**src/rtl/trng_word_collector.sv**
```systemverilog
// Delay-code driver, XOR compressor, repetition health test and word packer for a PDL TRNG.
// Define TRNG_VN_DEBIAS_EN to insert a Von Neumann corrector ahead of word assembly.
module trng_word_collector #(
    parameter int unsigned NUM_CH    = 32,
    parameter int unsigned NUM_GRP   = 8,
    parameter int unsigned DEL_W     = 3,
    parameter int unsigned WORD_W    = 32,
    parameter int unsigned RPT_LIMIT = 32
) (
    input  logic                       clk,
    input  logic                       clr,
    input  logic                       en,
    input  logic [NUM_CH-1:0]          z,
    output logic [NUM_GRP*DEL_W-1:0]   del,
    input  logic                       hf_clr,
    output logic [WORD_W-1:0]          rnd_word,
    output logic                       rnd_valid,
    input  logic                       rnd_ready,
    output logic                       health_fail
);

    localparam int unsigned CNT_W = $clog2(WORD_W + 1);
    localparam int unsigned REP_W = $clog2(RPT_LIMIT + 1);
    localparam logic [CNT_W-1:0] CNT_FULL = CNT_W'(WORD_W);
    localparam logic [REP_W-1:0] REP_MAX  = REP_W'(RPT_LIMIT);

    logic [NUM_GRP-1:0][DEL_W-1:0] del_q, del_d;
    logic                          raw_q, bit_vld_q, prev_q, hf_q;
    logic                          prev_d, hf_d;
    logic [REP_W-1:0]              rep_q, rep_d, rep_nxt;
    logic [WORD_W-1:0]             shift_q, shift_d, word_q, word_d;
    logic [CNT_W-1:0]              cnt_q, cnt_d;
    logic                          valid_q, valid_d;
    logic                          trip, run, acc, acc_bit, handshake;
`ifdef TRNG_VN_DEBIAS_EN
    logic                          vn_phase_q, vn_phase_d, vn_first_q, vn_first_d;
`endif

    assign del         = del_q;
    assign rnd_word    = word_q;
    assign rnd_valid   = valid_q;
    assign health_fail = hf_q;

    always_comb begin
        for (int g = 0; g < NUM_GRP; g++) begin
            del_d[g] = en ? del_q[g] + DEL_W'(1) : del_q[g];
        end
    end

    always_comb begin
        // Health test runs on every raw bit, independent of assembly state.
        if (raw_q != prev_q)       rep_nxt = REP_W'(1);
        else if (rep_q == REP_MAX) rep_nxt = rep_q;
        else                       rep_nxt = rep_q + REP_W'(1);
        trip   = bit_vld_q && (rep_nxt == REP_MAX) && !hf_clr;
        prev_d = bit_vld_q ? raw_q : prev_q;
        rep_d  = hf_clr ? '0 : (bit_vld_q ? rep_nxt : rep_q);
        hf_d   = hf_clr ? 1'b0 : (hf_q || trip);
        run    = bit_vld_q && !hf_q && !hf_clr && !trip;
    end

`ifdef TRNG_VN_DEBIAS_EN
    always_comb begin
        vn_phase_d = vn_phase_q;
        vn_first_d = vn_first_q;
        acc        = 1'b0;
        acc_bit    = vn_first_q;
        if (hf_clr) begin
            vn_phase_d = 1'b0;
        end else if (run) begin
            vn_phase_d = !vn_phase_q;
            if (!vn_phase_q) vn_first_d = raw_q;
            else             acc        = (vn_first_q != raw_q);
        end
    end
`else
    assign acc     = run;
    assign acc_bit = raw_q;
`endif

    always_comb begin
        shift_d   = shift_q;
        cnt_d     = cnt_q;
        word_d    = word_q;
        valid_d   = valid_q;
        handshake = valid_q && rnd_ready;
        if (acc && (cnt_q < CNT_FULL)) begin
            shift_d = {shift_q[WORD_W-2:0], acc_bit};
            cnt_d   = cnt_q + CNT_W'(1);
        end
        if (handshake) valid_d = 1'b0;
        // A completed word waits in the shifter until the holding register frees up.
        if ((cnt_d == CNT_FULL) && (!valid_q || handshake) && !hf_q && !trip) begin
            word_d  = shift_d;
            valid_d = 1'b1;
            cnt_d   = '0;
        end
        if (hf_q || trip) valid_d = 1'b0;
        if (hf_clr)       cnt_d   = '0;
    end

    always_ff @(posedge clk or negedge clr) begin
        if (!clr) begin
            for (int g = 0; g < NUM_GRP; g++) begin
                del_q[g] <= DEL_W'(g);
            end
            raw_q     <= 1'b0;
            bit_vld_q <= 1'b0;
            prev_q    <= 1'b0;
            rep_q     <= '0;
            hf_q      <= 1'b0;
            shift_q   <= '0;
            cnt_q     <= '0;
            word_q    <= '0;
            valid_q   <= 1'b0;
        end else begin
            del_q     <= del_d;
            raw_q     <= en ? ^z : raw_q;
            bit_vld_q <= en;
            prev_q    <= prev_d;
            rep_q     <= rep_d;
            hf_q      <= hf_d;
            shift_q   <= shift_d;
            cnt_q     <= cnt_d;
            word_q    <= word_d;
            valid_q   <= valid_d;
        end
    end

`ifdef TRNG_VN_DEBIAS_EN
    always_ff @(posedge clk or negedge clr) begin
        if (!clr) begin
            vn_phase_q <= 1'b0;
            vn_first_q <= 1'b0;
        end else begin
            vn_phase_q <= vn_phase_d;
            vn_first_q <= vn_first_d;
        end
    end
`endif

endmodule

```
**config.mk**
```make
export PLATFORM = sky130hd
export DESIGN_NAME = trng_word_collector
export DESIGN_NICKNAME = d
export VERILOG_FILES = /design/src/rtl/trng_word_collector.sv
export SDC_FILE = /design/constraint.sdc
export NUM_CORES = 1
export LEC_CHECK = 0
export CAP_MARGIN = 10
export CORE_UTILIZATION = 54
export CTS_BUF_LIST = sky130_fd_sc_hd__clkbuf_16
export DETAILED_ROUTE_END_ITERATION = 12
export DONT_BUFFER_PORTS = 1
export PLACE_DENSITY = 0.71
export SLEW_MARGIN = 15
export SYNTH_ARGS = -nofsm -noshare
export SYNTH_HDL_FRONTEND = slang
export SYNTH_SLANG_ARGS = --single-unit
```
**constraint.sdc**
```tcl
create_clock -name clk -period 3.5 [get_ports clk]
set_input_delay 0.175 -clock clk [delete_from_list [all_inputs] [get_ports clk]]
set_output_delay 0.175 -clock clk [all_outputs]
set_load 0.05 [all_outputs]
```
; Yosys cells after proc, flatten, opt, wreduce, memory -nomap -nowiden
; Cells that the tools add are included.
[totals]
reg_bits = 105
in_bits = 37
out_inout_bits = 58
wordCells = 63
[op_classes]
addsub = 10
magnitude_cmp = 1
eq_ne = 4
n_mux = 12
reduce_logical = 19
[ops]
columns = operator, n
row1 = 6-bit two-way mux, 7
row2 = 32-bit two-way mux, 1
row3 = 32-bit parity, 1
row4 = 3-bit by 1-bit adder with 3-bit output (second input constant), 8
row5 = 6-bit equality test (second input constant), 3
row6 = 6-bit by 1-bit adder with 6-bit output (second input constant), 2
row7 = 1-bit logical AND, 10
row8 = 6-bit < comparator (second input constant), 1
row9 = 1-bit logical NOT, 4
row10 = 1-bit two-way mux, 4
row11 = 3-bit nonzero test, 1
row12 = 1-bit logical OR, 2
row13 = 2-bit nonzero test, 1
row14 = 1-bit inequality test, 1

; Longest topological paths before layout
; Gate-level depths: netlist (run 1).
[depth]
word_depth = 16
mapped_depth = 9
depth_no_buf = 8

; Least setup slack after synthesis (run 1)
; Ideal clock, no wire load.
[synth_timing]
path_kind = reg-to-reg
startpoint = reg hf_q (netlist: health_fail)
endpoint = reg word_q[10] (netlist: rnd_word[10])
setup_time_ns = 0.125
arrival_time_ns = 2.498
required_ns = 3.375
path_slack_ns = 0.877
stages_incl_launch_ff = 8
n_path_buf = 1
path_cell_list = dfrtp_1 -> nor4b_4 -> nor2b_2 -> a31oi_1 -> a2bb2oi_1 -> nor4b_4 -> buf_6 -> mux2_4
[synth_via]
elab_chain_len = 10
word_cells_on_any_way = 11
[synth_rtl]
columns = element, line
row1 = start: declaration, 28  ; logic raw_q, bit_vld_q, prev_q, hf_q;
row2 = start signal: assignment, 111  ; hf_q <= 1'b0;
row3 = start signal: assignment, 122  ; hf_q <= hf_d;
row4 = 1-bit logical NOT *, "59, 93"
row5 = 1-bit logical AND (3 in a row), 59  ; run = bit_vld_q && !hf_q && !hf_clr && !trip;
row6 = 1-bit logical AND, 87  ; if (acc && (cnt_q < CNT_FULL)) begin
row7 = 6-bit two-way mux, 87
row8 = 6-bit equality test, 93  ; if ((cnt_d == CNT_FULL) && (!valid_q || handshake) && !hf_q && !trip) begin
row9 = 1-bit logical AND (3 in a row), 93
row10 = end signal: assignment, 125  ; word_q <= word_d;
row11 = end: declaration, 31  ; logic [WORD_W-1:0] shift_q, shift_d, word_q, word_d;
; Every way passes the cells marked *; elsewhere a longest branch is shown, timed or not.
; A chain may end at the register's enable or synchronous reset.

; Worst setup path after layout (run 1)
[layout_timing]
startpoint = reg rep_q[0]
endpoint = reg word_q[2] (netlist: rnd_word[2])
[layout_via]
word_cells_on_any_way = 16
[layout_rtl]
columns = element, line
row1 = start: declaration, 30  ; logic [REP_W-1:0] rep_q, rep_d, rep_nxt;
row2 = start signal: assignment, 121  ; rep_q <= rep_d;
row3 = 6-bit by 1-bit adder with 6-bit output or 6-bit equality test (tied branches), "54, 53"
row4 = 6-bit two-way mux *, 53  ; else if (rep_q == REP_MAX) rep_nxt = rep_q;
row5 = 6-bit two-way mux *, 52  ; if (raw_q != prev_q) rep_nxt = REP_W'(1);
row6 = 6-bit equality test *, 55  ; trip = bit_vld_q && (rep_nxt == REP_MAX) && !hf_clr;
row7 = 1-bit logical AND * (2 in a row), 55
row8 = 1-bit logical NOT *, 59
row9 = 1-bit logical AND *, 59
row10 = 1-bit logical AND *, 87
row11 = 32-bit two-way mux *, 87
row12 = named net shift_d[2], 31
; Mark *: on every way through the listed nets, which the timed path passes. The rest lies on a longest branch.

==> results of run 1 <==
state kept, by name, summed over array words and instances, names as in the netlist:
name and flops:
rnd_word 32, shift_q 32, del 24, cnt_q 6, rep_q 6, acc_bit 1
bit_vld_q 1, health_fail 1, prev_q 1, rnd_valid 1
final cells by class:
cell class              instances  area [µm²]
fillers                       649        3420
flip-flops and latches        105        2640
multi-input cells             228        2100
clock buffers                   9         225
well taps                     108         135
repair buffers                  8         103
clock inverters                 7        72.6
inverters                       4        15.0
worst min-delay path by stage:
stage,start,end,slack [ns]
global placement,clr,rep_q[1],-0.12
CTS,rnd_ready,rnd_valid,0.04
global route,rnd_ready,rnd_valid,0.05
detailed placement,clr,rep_q[2],-0.12
floorplan,clr,acc_bit,-0.12
finish,rnd_ready,rnd_valid,0.05
where the power goes:
part / total [mW] / internal [mW] / switching [mW]
sequential: 2.27 / 1.53 / 0.738
combinational: 0.654 / 0.354 / 0.300
clock: 0.989 / 0.556 / 0.433
cell families after synthesis:
group | Yosys count
simple gates | 57
compound gates | 32
flops | 105
fa+ha+maj | 11
buf+inv | 16
mux | 74
xor+xnor | 54
routing by layer:
layer,global-route usage (%),up-vias
li1,-,1227
met1,23.6,1299
met2,27.4,73
met3,7.15,9
met4,4.94,0
met5,0,-
stage by stage:
stage / power (mW) / area (µm²) / std cells / setup slack, ns
after floorplan: 2.77 / 4850 / 349 / 0.877
after global placement: 2.88 / 4930 / 448 / 0.685
after detailed placement: 2.92 / 4930 / 448 / 0.613
after CTS: 3.96 / 5300 / 469 / 0.586
after global routing: 4.12 / 5300 / 469 / 0.369
final: 3.91 / 5300 / 469 / 0.581
what timing repair did:
item / in CTS / in global routing
hold endpoints to repair: 143 / 0
hold buffers: 5 / 0
buffers inserted: 0 / 0
layout by cell type (no fill, tap or decap), types with 2 or more instances in the layout:
cell           synthesis  layout
dlygate4sd3_1          0       4
nor4_1                 2       2
nor3_1                 3       3
o21ai_0                7       7
nand2_1               19      19
mux2_4                28      28
mux2_2                43      43
dfrtp_1               93      93
dfstp_2               12      12
a31oi_1                3       3
xor2_1                17      17
xnor2_1               37      37
o211ai_1               2       2
inv_1                  4       6
nor4b_4                2       2
ha_1                  11      11
clkbuf_16              0       9
nor2_1                16      16
nand3_1                3       3
a21oi_1                7       7
buf_4                  1       2
clkinvlp_4             0       2
a22oi_1                2       2
mux2_1                 2       2
and3_1                 3       3
==> metrics.md, run 1 <==
| Metric | Value |
|---|---|
| Cells after Synth | `349` |
| Final period utilization | `83.4%` |
| Worst path bufs/invs | `2` |
| Hold WS | `0.0461 ns` |
| Total detailed-routing wirelength | `7.83 mm` |
| Worst Setup EP | `rnd_word[2]` |
| Max Root-Sink Buffers | `2` |
| Number of global-route vias before repair | `2648` |
| Detailed-route DRC error count | `0` |
| TNS Setup | `0 ns` |
| Highest Clock Rate | `343 MHz` |
| Number of I/O port buffers | `0` |
| Initial antenna violation count | `0` |
| Adder-Cell Fraction of Synth Area | `2.84%` |
| Hold path cells | `2` |
| Worst slew pin tran | `1.13 ns` |
| Area leader, netlist | `dfrtp_1` |
| Drt via density | `5.56` |
| WL met2 | `3.74 mm` |
| Vias | `2608` |
| Post-Synthesis Cell Area | `0.00485 mm²` |
| Hold Vio Cnt, Final | `0` |
| Final Critical Period | `2.92 ns` |
| Crit Path Class | `reg2reg` |
| Largest family of logic cells by synthesized area | `multiplexers` |
| Net Count, Synth | `397` |
| Cts bufs inserted | `9` |
| DRT iter0 DRCs | `116` |
| FF+latch count, synth | `105` |
| CP Max Fanout | `22` |
| WL/cell | `16.7 µm` |
| Status | `completed` |
| WP data required | `3.71 ns` |
| CP Capture Type | `register` |
| Met1 Routed Length | `3.47 mm` |
| Clk root buf | `clkbuf_16` |
| Routed wl met3 | `528 µm` |
| Worst setup path startpoint | `rep_q[0]` |
| First-pass GRT wire length | `13.5 mm` |
| Core Region | `0.00872 mm²` |
| Worst path max stage delay | `0.48 ns` |
| Most frequent cell after synthesis | `dfrtp_1` |
| CTS-repair resized insts | `0` |
| # clock sinks | `105` |
| CP max-delay cell | `o21ai_4` |
| Worst path cell trace | `inv_1, ha_1, nand2_1, nor4_1, o211ai_2, o21ai_4, buf_12, mux2_2, mux2_2` |
| Stages on worst setup path | `9` |
| Uppermost routed layer | `met4` |
| Most frequent cells after synthesis | `93 x dfrtp_1, 43 x mux2_2, 37 x xnor2_1` |
| Post-synth EDFFs | `0` |
| Gpl congestion | `0.840` |
| Worst r2r path cells | `9` |
| DRT Pass-1 Iters | `4` |
| Die Area | `0.00936 mm²` |
| Largest cells by area after synthesis | `dfrtp_1 48%, mux2_2 10%, mux2_4 8.7%, xnor2_1 6.7%, dfstp_2 6.5%` |
| Flop-to-flop setup slack | `0.58 ns` |
| H-Tree Depth | `3` |
| Async set-reset flop share out of synthesis | `100%` |
| Critical path's top delay family | `compound AO/OA/AOI/OAI gates` |
| Max VDD drop | `0.682 mV` |
| Initial Utilization | `55.6%` |
| Worst reg2reg endpoint | `rnd_word[2]` |
| Simple-Gate Fraction of Synth Area | `6.37%` |
| Share of cells above drive strength 1 | `31.0%` |
| DIE WIDTH | `96.8 µm` |
| Antenna-violating nets left | `0` |
| Crit path launch type | `register` |
| Largest net degree at the start of global routing | `106` |
| Synthesis-to-finish area growth | `9.24%` |
| Global route total overflow | `0` |
| Nets | `404` |
| TritonCTS clock tree | `yes` |
| Skew final | `0.00576 ns` |
| Leak | `2.38 nW` |
| Final setup viols | `0` |
| Worst skew pair latency | `0.33 ns` |
| RSZ-0062 raised after global routing | `false` |
| MaxCap Viol Count | `0` |
| Antenna cell count | `0` |
| IO Count | `95` |
| Most used cell, CP | `mux2_2` |
| Slew headroom | `24.5%` |
| Synthesized area per cell | `13.9 µm²` |
| Register area share after synthesis | `54.5%` |
| Util after Layout | `60.7%` |
| Max-slew violation count | `0` |
| Post-Synth XOR/XNOR Area | `9.75%` |
| Hpwl dp | `5.21 mm` |
| Synth top area share | `48.0%` |
| WP data arrival | `3.13 ns` |
| Total GRT Usage | `17.9%` |
| Clk slew on worst S/H paths | `0.07 ns` |
| Synth Area in Compound Gates | `5.08%` |
| Class of the worst hold path | `in2reg` |
| Core Rows | `34` |
| Yosys Warn Count | `0` |
| Top_reg_cell synth | `dfrtp_1` |
| Pwr/cell area | `738 mW/mm²` |
| RR Startpoint | `rep_q[0]` |
| Mux cell area share after synthesis | `19.3%` |
| Die Y | `96.8 µm` |
| Yosys cell types | `47` |
Note: power is estimated with default switching activity, not from simulation.
==> inputs of run 2 (changes only) <==
- PLACE_DENSITY: 0.71 -> 0.74
- clock period: 3.5 -> 2.4 ns (I/O delays scaled with it)
==> run 2 against run 1 <==
The run now ends with negative hold slack, negative setup slack left. Die area is the same. Register-to-register slack lost 0.61 ns. Clock power rose by 39%. Cell area rose by 8.9%. Worst hold slack worse by 0.58 ns. Combinational power rose by 65%. Via count rose by 7.8%. Non-clock buffer count rose by 37. Maximum frequency increased by 20%. Utilization increased by 5.4 points. Sequential power increased by 45%. Highest routed layer unchanged. Global-route usage grew 1.7 points. Critical path type unchanged.
==> metrics.md, run 2 (synthesis gave the netlist of run 1 again) <==
| Metric | Value |
|---|---|
| Crit path launch type | `register` |
| # clock sinks | `105` |
| RSZ-0062 raised after global routing | `true` |
| DIE WIDTH | `96.8 µm` |
| Initial Utilization | `55.6%` |
| Vias | `2811` |
| Nets | `441` |
| CP Capture Type | `register` |
| Detailed-route DRC error count | `0` |
| WL/cell | `18.0 µm` |
| Total detailed-routing wirelength | `9.13 mm` |
| IO Count | `95` |
| Drt via density | `5.56` |
| Number of I/O port buffers | `0` |
| Initial antenna violation count | `0` |
| Antenna-violating nets left | `0` |
| Max Root-Sink Buffers | `2` |
| Slew headroom | `23.8%` |
| Global route total overflow | `0` |
| Commonest non-fill, non-tap cell in the layout | `dfrtp_1` |
| Power Total | `5.75 mW` |
| Highest Clock Rate | `412 MHz` |
| CP Max Fanout | `8` |
| FILL cells | `617` |
| Antenna cell count | `0` |
| Share of cells above drive strength 1 | `42.5%` |
| Gpl congestion | `0.804` |
| Final setup viols | `22` |
| WP data arrival | `2.66 ns` |
| First-pass GRT wire length | `14.6 mm` |
| Final Critical Period | `2.43 ns` |
| Class of the worst hold path | `in2async` |
| Final period utilization | `101%` |
| WP data required | `2.63 ns` |
| H-Tree Depth | `3` |
| Worst skew pair latency | `0.35 ns` |
| Synthesis-to-finish area growth | `19.0%` |
| Clk slew on worst S/H paths | `0.07 ns` |
| Status | `complete, but fails checks` |
| Core Rows | `34` |
| MaxCap Viol Count | `0` |
| DRT iter0 DRCs | `123` |
| Cts bufs inserted | `9` |
| Largest net degree at the start of global routing | `106` |
| Hold Vio Cnt, Final | `105` |
| Max VDD drop | `0.879 mV` |
| Failing checks | `negative hold slack, negative setup slack` |
| Number of global-route vias before repair | `2907` |
| Core Region | `0.00872 mm²` |
| Pwr/cell area | `997 mW/mm²` |
| Hold buffers post-CTS | `3` |
| Worst slew pin tran | `1.14 ns` |
| Total GRT Usage | `19.5%` |
| Hpwl dp | `5.67 mm` |
| Die Area | `0.00936 mm²` |
| Max-slew violation count | `0` |
| Leak | `2.61 nW` |
| Die Y | `96.8 µm` |
| Skew final | `0.00895 ns` |
| Clk root buf | `clkbuf_16` |
| Hold WS | `-0.531 ns` |
| Worst setup margin | `-0.0271 ns` |
| Crit Path Class | `reg2reg` |
| TritonCTS clock tree | `yes` |
| DRT Pass-1 Iters | `4` |
| Most frequent cells in the layout | `90 x dfrtp_1, 41 x mux2_2, 37 x xnor2_1` |
[run 2: per-layer routing]
metal	GRT usage [%]	part of all wire, %	vias up	wire length (µm)
li1	-	-	1302	-
met1	25.1	43	1417	3910
met2	30.7	49	74	4510
met3	6.00	5.6	18	512
met4	8.61	2.1	0	193
met5	0	0	-	0
[run 2: timing repair]
action | 4_1_cts | 5_1_grt
endpoints found under the setup margin | 32 | 34
pin swaps | 6 | 9
gates resized for setup | 9 | 25
gates cloned | 1 | 3
buffers inserted | 7 | 5
hold endpoints to repair | 145 | 105
[run 2: per-stage QoR]
| step | area, µm² | util [%] | std cells | setup TNS (ns) | setup slack (ns) |
|---|---|---|---|---|---|
| 2_1_floorplan | 4850 | - | 349 | -2.66 | -0.0980 |
| 3_3_place_gp | 5120 | 58.7 | 471 | -0.644 | -0.0538 |
| 3_5_place_dp | 5120 | 58.7 | 471 | -2.70 | -0.105 |
| 4_1_cts | 5550 | 63.6 | 498 | -0.144 | -0.0203 |
| 5_1_grt | 5770 | 66.2 | 506 | -2.24 | -0.0903 |
| 6_report | 5770 | 66.2 | 506 | -0.237 | -0.0271 |
[run 2: cell type report]
| cell class | instances | area (µm²) | area share, % |
|---|---|---|---|
| Clock inverter | 7 | 53.8 | 0.933 |
| Tap cell | 108 | 135 | 2.34 |
| Clock buffer | 9 | 225 | 3.90 |
| Timing Repair Buffer | 45 | 475 | 8.24 |
| Multi-Input combinational cell | 228 | 2220 | 38.5 |
| Inverter | 4 | 15.0 | 0.260 |
| Sequential cell | 105 | 2650 | 45.9 |
[run 2: worst paths after layout]
kind	start	endpoint	slack (ns)	cells after the start
min in group clk	hf_clr	cnt_q[3]	0.22	5
max in group asynchronous	clr	del[17]	2.65	0
min reg2reg	shift_q[31]	shift_q[31]	0.50	1
max reg2reg	rep_q[1]	rnd_word[1]	-0.03	10
min	clr	health_fail	-0.53	0
max	rep_q[1]	rnd_word[1]	-0.03	10
[run 2: worst max-delay path, stage by stage (launching register included)]
cell      delay (ns)
dfrtp_1         0.41
inv_2           0.06
ha_4            0.18
nand2_4         0.09
a21oi_2         0.08
o32ai_4         0.37
o21bai_2        0.15
nor4b_4         0.30
buf_4           0.20
buf_12          0.14
mux2_2          0.33
[run 2: power breakdown]
| part | switching [mW] | total (mW) | internal [mW] |
|---|---|---|---|
| clock | 0.658 | 1.37 | 0.713 |
| combinational | 0.474 | 1.08 | 0.610 |
| sequential | 1.07 | 3.30 | 2.23 |
| total | 2.20 | 5.75 | 3.55 |
==> inputs of run 3 (changes only) <==
- CELL_PAD_IN_SITES_DETAIL_PLACEMENT: not set -> 0
- CELL_PAD_IN_SITES_GLOBAL_PLACEMENT: not set -> 2
- CORE_UTILIZATION: 54 -> 39
- PLACE_DENSITY: 0.74 -> 0.77
==> run 3 against run 2 <==
The flow still finishes with violations (negative hold slack, negative setup slack). Count of clock-buffer cells in the layout stayed put. Die area increased by 38%. Critical path depth fell by 2. Sequential share of layout area shrank 1.7 points. Largest cell class unchanged. Highest routed layer unchanged.
==> metrics.md, run 3 (synthesis gave the netlist of run 1 again) <==
| Metric | Value |
|---|---|
| Worst r2r path cells | `8` |
| Clk root buf | `clkbuf_16` |
| Initial Utilization | `40.2%` |
| Multi-input logic area | `0.00228 mm²` |
| FF/Latch Area | `0.00265 mm²` |
| Util after Layout | `49.7%` |
| Worst reg2reg endpoint | `rnd_word[0]` |
| DRT Pass-1 Iters | `4` |
| Synthesis-to-finish area growth | `23.5%` |
| Die Area | `0.0129 mm²` |
| WP data arrival | `2.64 ns` |
| Clock power frac | `25.5%` |
| Worst slew pin tran | `0.571 ns` |
| Worst setup path startpoint | `cnt_q[5]` |
| RR Startpoint | `cnt_q[5]` |
| Antenna-violating nets left | `0` |
| Post-DP Area | `0.00520 mm²` |
| FILL cells | `1042` |
| Total GRT Usage | `14.1%` |
| DRT iter0 DRCs | `121` |
| Share of cells above drive strength 1 | `42.4%` |
| # clock sinks | `105` |
| Finished Cell Area | `0.00599 mm²` |
| Antenna cell count | `0` |
| Most frequent cells in the layout | `90 x dfrtp_1, 54 x mux2_4, 37 x xnor2_1` |
| Status | `complete, but fails checks` |
| Combinational group share of total power | `20.0%` |
| Vias | `2805` |
| WL/cell | `17.0 µm` |
| Initial antenna violation count | `0` |
| MaxCap Viol Count | `0` |
| Worst skew pair latency | `0.34 ns` |
| Final Critical Period | `2.41 ns` |
| Gpl congestion | `0.782` |
| Largest net degree at the start of global routing | `106` |
| Number of global-route vias before repair | `2820` |
| Crit path launch type | `register` |
| Class of the worst hold path | `in2async` |
| CP Max Fanout | `9` |
| Hold buffers post-CTS | `3` |
| Hpwl dp | `5.52 mm` |
| Number of I/O port buffers | `0` |
| Global route total overflow | `0` |
| Core Rows | `40` |
| Net Sw Power | `2.19 mW` |
| Cell-internal power | `3.87 mW` |
| Drt via density | `4.93` |
| Worst Setup EP | `rnd_word[0]` |
| Max Root-Sink Buffers | `2` |
| Failing checks | `negative hold slack, negative setup slack` |
| Hold WS | `-0.533 ns` |
| Slew headroom | `61.9%` |
| Clk slew on worst S/H paths | `0.07 ns` |
| Pwr/cell area | `1010 mW/mm²` |
| Die Y | `113 µm` |
| RSZ-0062 raised after global routing | `true` |
| TritonCTS clock tree | `yes` |
| Max-slew violation count | `0` |
| Skew final | `0.00693 ns` |
| DIE WIDTH | `113 µm` |
| Cts bufs inserted | `9` |
| Final period utilization | `101%` |
| Leak | `2.74 nW` |
| Commonest non-fill, non-tap cell in the layout | `dfrtp_1` |
| Max VDD drop | `0.854 mV` |
| First-pass GRT wire length | `14.3 mm` |
| Sw Share | `36.2%` |
| TNS Setup | `-0.111 ns` |
| Final setup viols | `20` |
| Worst setup margin | `-0.0135 ns` |
| IO Count | `95` |
| Highest Clock Rate | `414 MHz` |
| H-Tree Depth | `3` |
| Nets | `444` |
| Total detailed-routing wirelength | `9.67 mm` |
| Flop-to-flop setup slack | `-0.01 ns` |
| CP Capture Type | `register` |
| Core Region | `0.0121 mm²` |
| Hold Vio Cnt, Final | `105` |
| Detailed-route DRC error count | `0` |
| Seq pwr share | `54.5%` |
| WP data required | `2.63 ns` |
| Crit Path Class | `reg2reg` |
-- run 3: cell type report --
cell class / instances / share of cell area, %
clock buffer: 9 / 3.76
timing repair buffer: 48 / 8.73
tap: 168 / 3.51
clock inverter: 7 / 1.44
inverter: 4 / 0.251
sequential: 105 / 44.2
multi-input combinational: 228 / 38.1
-- run 3: repair_timing --
action | 4_1_cts | 5_1_grt
gates resized for setup | 2 | 54
buffers inserted | 0 | 11
endpoints found under the setup margin | 32 | 32
pin swaps | 0 | 8
endpoints found under the hold margin | 145 | 105
cloned | 0 | 7
-- run 3: power by group through the flow --
stage	logic, mW	registers, mW	clock network, mW
detailed placement	1.04	3.32	0
CTS	1.06	3.29	1.58
global placement	1.00	3.31	0
floorplan	0.799	3.24	0
finish	1.21	3.30	1.54
global route	1.38	3.36	1.65
-- run 3: worst min path at each step --
stage	from	end	slack, ns	cells after the start
2_1_floorplan	clr	acc_bit	-0.18	0
3_3_place_gp	clr	rnd_word[19]	-0.17	0
3_5_place_dp	clr	rnd_word[19]	-0.17	0
4_1_cts	clr	rnd_word[19]	-0.55	0
5_1_grt	clr	rnd_word[19]	-0.55	0
6_report	clr	shift_q[17]	-0.53	0
-- run 3: routing by layer --
metal | up-vias | global-route usage (%) | part of all wire [%]
met1 | 1425 | 18.5 | 44
met4 | 0 | 4.82 | 1.3
met3 | 13 | 5.21 | 5.3
met5 | - | 0 | 0
met2 | 60 | 21.5 | 49
li1 | 1307 | - | -
-- run 3: metrics by stage --
stage | power, mW | cells | setup slack (ns)
final | 6.06 | 569 | -0.0135
after global routing | 6.40 | 569 | -0.112
after CTS | 5.94 | 551 | -0.0586
after detailed placement | 4.36 | 532 | -0.0516
after global placement | 4.31 | 532 | -0.0268
after floorplan | 4.04 | 349 | -0.0980
-- run 3: critical path: stages, from the launching register on --
cell	delay [ns]
dfrtp_1	0.43
nor4b_4	0.41
nor2b_4	0.23
a31oi_1	0.09
a2bb2oi_1	0.16
nor4b_4	0.32
buf_4	0.17
clkbuf_16	0.16
mux2_2	0.33
